===== src/rtl/period_meter_pkg.sv =====
// Shared types and default constants for the period meter.
// Holds the FSM state encoding and the default counter width and timeout.
package period_meter_pkg;

    typedef enum logic [1:0] {
        ST_IDLE    = 2'd0,
        ST_MEASURE = 2'd1,
        ST_TOUT    = 2'd2
    } state_t;

    localparam int CNT_W_DEF   = 32;
    localparam int TIMEOUT_DEF = 20000000;

endpackage


===== src/rtl/sync_edge_det.sv =====
// Two-flop synchronizer plus edge register for an asynchronous input.
// Ports: clk, rst (async, active-high), din in; level, rise, fall out.
module sync_edge_det (
    input  logic clk,
    input  logic rst,
    input  logic din,
    output logic level,
    output logic rise,
    output logic fall
);

    logic s1;
    logic s2;
    logic s3;

    always_ff @(posedge clk or posedge rst) begin
        if (rst) begin
            s1 <= 1'b0;
            s2 <= 1'b0;
            s3 <= 1'b0;
        end else begin
            s1 <= din;
            s2 <= s1;
            s3 <= s2;
        end
    end

    assign level = s2;
    assign rise  = s2 & ~s3;
    assign fall  = ~s2 & s3;

endmodule


===== src/rtl/period_meter.sv =====
// Measures rising-to-rising period (and optionally high time) of sig_in.
// Ports: clk, rst, sig_in in; period, period_vld, high_time, timeout out.
// Macro PERIOD_METER_HIGH_TIME_EN builds the high-time counter.
module period_meter
    import period_meter_pkg::*;
#(
    parameter int CNT_W   = CNT_W_DEF,
    parameter int TIMEOUT = TIMEOUT_DEF
) (
    input  logic             clk,
    input  logic             rst,
    input  logic             sig_in,
    output logic [CNT_W-1:0] period,
    output logic             period_vld,
    output logic [CNT_W-1:0] high_time,
    output logic             timeout
);

    localparam logic [CNT_W-1:0] TMO = CNT_W'(TIMEOUT);
    localparam logic [CNT_W-1:0] ONE = CNT_W'(1);

    logic             level;
    logic             rise;
    logic             fall;
    state_t           state;
    logic [CNT_W-1:0] cntr;

    sync_edge_det u_sync (
        .clk   (clk),
        .rst   (rst),
        .din   (sig_in),
        .level (level),
        .rise  (rise),
        .fall  (fall)
    );

    // Falling edges carry no information for this block.
    logic unused_edge;
    assign unused_edge = ^{fall, level};

    always_ff @(posedge clk or posedge rst) begin
        if (rst) begin
            state      <= ST_IDLE;
            cntr       <= '0;
            period     <= '0;
            period_vld <= 1'b0;
            timeout    <= 1'b0;
        end else begin
            period_vld <= 1'b0;
            unique case (state)
                ST_IDLE: begin
                    if (rise) begin
                        cntr  <= ONE;
                        state <= ST_MEASURE;
                    end
                end
                ST_MEASURE: begin
                    // A rise wins over the timeout in the same cycle.
                    if (rise) begin
                        period     <= cntr;
                        period_vld <= 1'b1;
                        cntr       <= ONE;
                    end else if (cntr == TMO) begin
                        timeout <= 1'b1;
                        state   <= ST_TOUT;
                    end else begin
                        cntr <= cntr + ONE;
                    end
                end
                ST_TOUT: begin
                    // Stale interval: restart without a strobe.
                    if (rise) begin
                        timeout <= 1'b0;
                        cntr    <= ONE;
                        state   <= ST_MEASURE;
                    end else begin
                        cntr <= TMO;
                    end
                end
                default: begin
                    state <= ST_IDLE;
                end
            endcase
        end
    end

`ifdef PERIOD_METER_HIGH_TIME_EN
    logic [CNT_W-1:0] hcnt;

    // The rise cycle itself is high, so the count restarts at 1.
    always_ff @(posedge clk or posedge rst) begin
        if (rst) begin
            hcnt <= '0;
        end else if (rise) begin
            hcnt <= ONE;
        end else if (level && state != ST_IDLE && hcnt != TMO) begin
            hcnt <= hcnt + ONE;
        end
    end

    always_ff @(posedge clk or posedge rst) begin
        if (rst) begin
            high_time <= '0;
        end else if (rise && state == ST_MEASURE) begin
            high_time <= hcnt;
        end
    end
`else
    assign high_time = '0;
`endif

endmodule

===== config.mk =====
export PLATFORM = sky130hd
export DESIGN_NAME = period_meter
export DESIGN_NICKNAME = d
export VERILOG_FILES = /design/src/rtl/period_meter_pkg.sv /design/src/rtl/sync_edge_det.sv /design/src/rtl/period_meter.sv
export SDC_FILE = /design/constraint.sdc
export NUM_CORES = 1
export LEC_CHECK = 0
export ABC_AREA = 1
export CAP_MARGIN = 20
export CORE_MARGIN = 2
export CORE_UTILIZATION = 25
export DETAILED_ROUTE_END_ITERATION = 10
export HOLD_SLACK_MARGIN = 0.15
export PLACE_DENSITY = 0.5
export SKIP_CTS_REPAIR_TIMING = 1
export SYNTH_ARGS = -nofsm -noshare
export SYNTH_HDL_FRONTEND = slang
export SYNTH_SLANG_ARGS = --single-unit

===== constraint.sdc =====
create_clock -name clk -period 3.8 [get_ports clk]
set_input_delay 0.95 -clock clk [delete_from_list [all_inputs] [get_ports clk]]
set_output_delay 0.95 -clock clk [all_outputs]
set_load 0.03 [all_outputs]

==> reports/results.ini <==
[run_status]
status=complete, no violations

[logic_synthesis]
synth_area_leaders=dfrtp_1 (41%), nand2_1 (18%), nor2_1 (7.3%), nand3_1 (7.2%), buf_4 (5.5%)
ys_types=25
synth_flop_cell=dfrtp_1
yosysMostFrequentCell=nand2_1
async_flop_share=1.00
syn_area_sq_um=4350
ys_seq_area_frac=0.408
syn_inst=629
synth_top_cell_by_area=dfrtp_1
synth_edf_count=0
syn_avg_cell_area_sq_um=6.92
ys_warn_count=0
yosys-top-cells-count=nand2_1 (212), nor2_1 (85), dfrtp_1 (71), nand3_1 (63)
ys_seq_elements=71
yosysTopAreaCellShare=0.408

[cells_and_area]
finalNonFillerCells=889
area_delta_synth_final_pct=17.7
drive_gt1_frac=0.0708
fillers=1923
antennaDiodeCount=0
nNetsFinal=669

[worst_setup_path]
critPathTopFamily=buffers and inverters
crit_required_ns=4.07
slowest_delay_ns=0.42
criticalPathCategory=reg2reg
crit_arrival_ns=2.65
cp_num_cells=10
crit_slowest_cell=buf_4
critPathMaxFanout=43
endpoint_kind=flip-flop
cp_num_buf_inv=5
cp_cell_sequence=inv_1 -> ha_1 -> buf_4 -> inv_1 -> o21ai_0 -> nand2_2 -> inv_2 -> buf_4 -> nand2_1 -> o21ai_2
reg2regPathDepth=10
startpoint_type=flip-flop

[drt]
num_vias=3851
wl_per_cell_um=14.0
drtIter0Drc=246
drcViolationCount=0
vias_per_cell=4.33
antenna_left=0
drtPass1Iterations=4
totalWireLength_um=12400

[min_path]
hold_depth=0
hp-class=reg2reg

[sta]
fin_crit_sh=0.626
skew_ns=0.00538
period_needed_ns=2.38
layout_setup_ws_ns=1.42
slew_headroom=0.631
rsz0062_at_grt=false
fin_hold_ws_ns=0.349
max_freq_mhz=420
worst_slew_pin_slew_ns=0.553
setup_tns_ns=0
slew_violations=0
finalHoldViolCount=0
finalSetupViolCount=0

[global_routing]
grt-ovfl-total=0
grt_pass1_wl_um=20100
grt_max_degree=72
grt.total_usage=0.143
grt_pass1_vias=3687
antenna_found_initial=0

[floorplanning]
boundaryPins=69
core_sq_um=17200
chipHeight_um=136
initial_core_util=0.253
die-area_sq_um=18500
num_rows=48
die_x_um=136

[clocking]
htreeDepth=3
path_clk_slew_ns=0.06
clock-sinks=71
clk_path_buf_depth=2
worstSkewPairLatency_ns=0.35
cts_buffers=9
cts-root-buf=clkbuf_16
cts_tree=yes

[place]
pre_cts_ws_ns=1.42
dp.cells=874
dp_hpwl_um=9070
place.gp.congestion=0.932
port_buffers=36

[power_and_ir_drop]
p_leak_nw=2.22
powerDensity_nw_per_um2=583
power_mw=2.99
ir_drop_v=0.000353

[run]
max-cap-violations=0

path summary, 6_finish.rpt:
path	from	to	slack [ns]
worst min register to register	u_sync.s1	u_sync.level	0.35
max in group asynchronous	rst	cntr[24]	2.46
min in group asynchronous	rst	period[7]	1.02
worst max-delay path	state[0]	cntr[10]	1.42
worst max register to register	state[0]	cntr[10]	1.42
worst min-delay path	u_sync.s1	u_sync.level	0.35
final cells by class:
class | count | area, sq um | area share
sequential | 71 | 1780 | 0.347
tap | 225 | 282 | 0.0550
clock inverter | 4 | 70.1 | 0.0137
inverter | 52 | 195 | 0.0381
clock buffer | 11 | 243 | 0.0474
timing repair buffer | 41 | 410 | 0.0801
multi-input combinational | 485 | 2140 | 0.419
metrics by stage:
stage,cell area (sq um),utilization
after floorplan,4470,-
after global placement,4810,0.280
after detailed placement,4810,0.280
after CTS,5120,0.298
after global routing,5120,0.298
final,5120,0.298
sequential cells by signal, summed over array words and instances (netlist names):
register	cells
u_sync.s1	1
period_vld	1
cntr	32
timeout	1
period	32
state	2
u_sync.level	1
u_sync.s3	1
per-layer routing:
metal	track usage	wire length, um	up-vias
met5	0	0	-
met4	0.0579	299	0
met3	0.0429	619	15
met2	0.218	5600	87
met1	0.190	5910	1749
li1	-	-	2000
cells by family after synthesis:
kind of cell,Yosys count,synth area share
buf+inv,104,0.126
xor+xnor,3,0.00604
compound gates,62,0.0842
flops,71,0.408
other cells,1,0.000862
fa+ha+maj,6,0.0173
simple gates,382,0.358
report_power, final:
| group | internal (mW) | switching, mW |
|---|---|---|
| Clock | 0.586 | 0.322 |
| Combinational | 0.289 | 0.794 |
| Sequential | 0.871 | 0.125 |
| Total | 1.75 | 1.24 |
layout by cell type (no fill, tap or decap):
cell type          n
inv_2             10
bufinv_16          2
clkbuf_8           1
nor3_1             9
o21ai_1            2
dfrtp_1           71
clkinv_2           2
o21bai_1           1
buf_12             1
clkbuf_16          9
buf_4              4
inv_1             42
nor2_2             3
nor2_1            85
conb_1            32
nand4_1            3
clkdlybuf4s50_1   36
nor4_1             5
ha_1               6
o211ai_1           1
o31ai_1            1
o21ai_2           13
xor2_1             3
nand2_1          212
clkbuf_1           1
nand3_1           63
o21ai_0           44
nand2_2            2
Note: power is estimated with default switching activity, not from simulation.
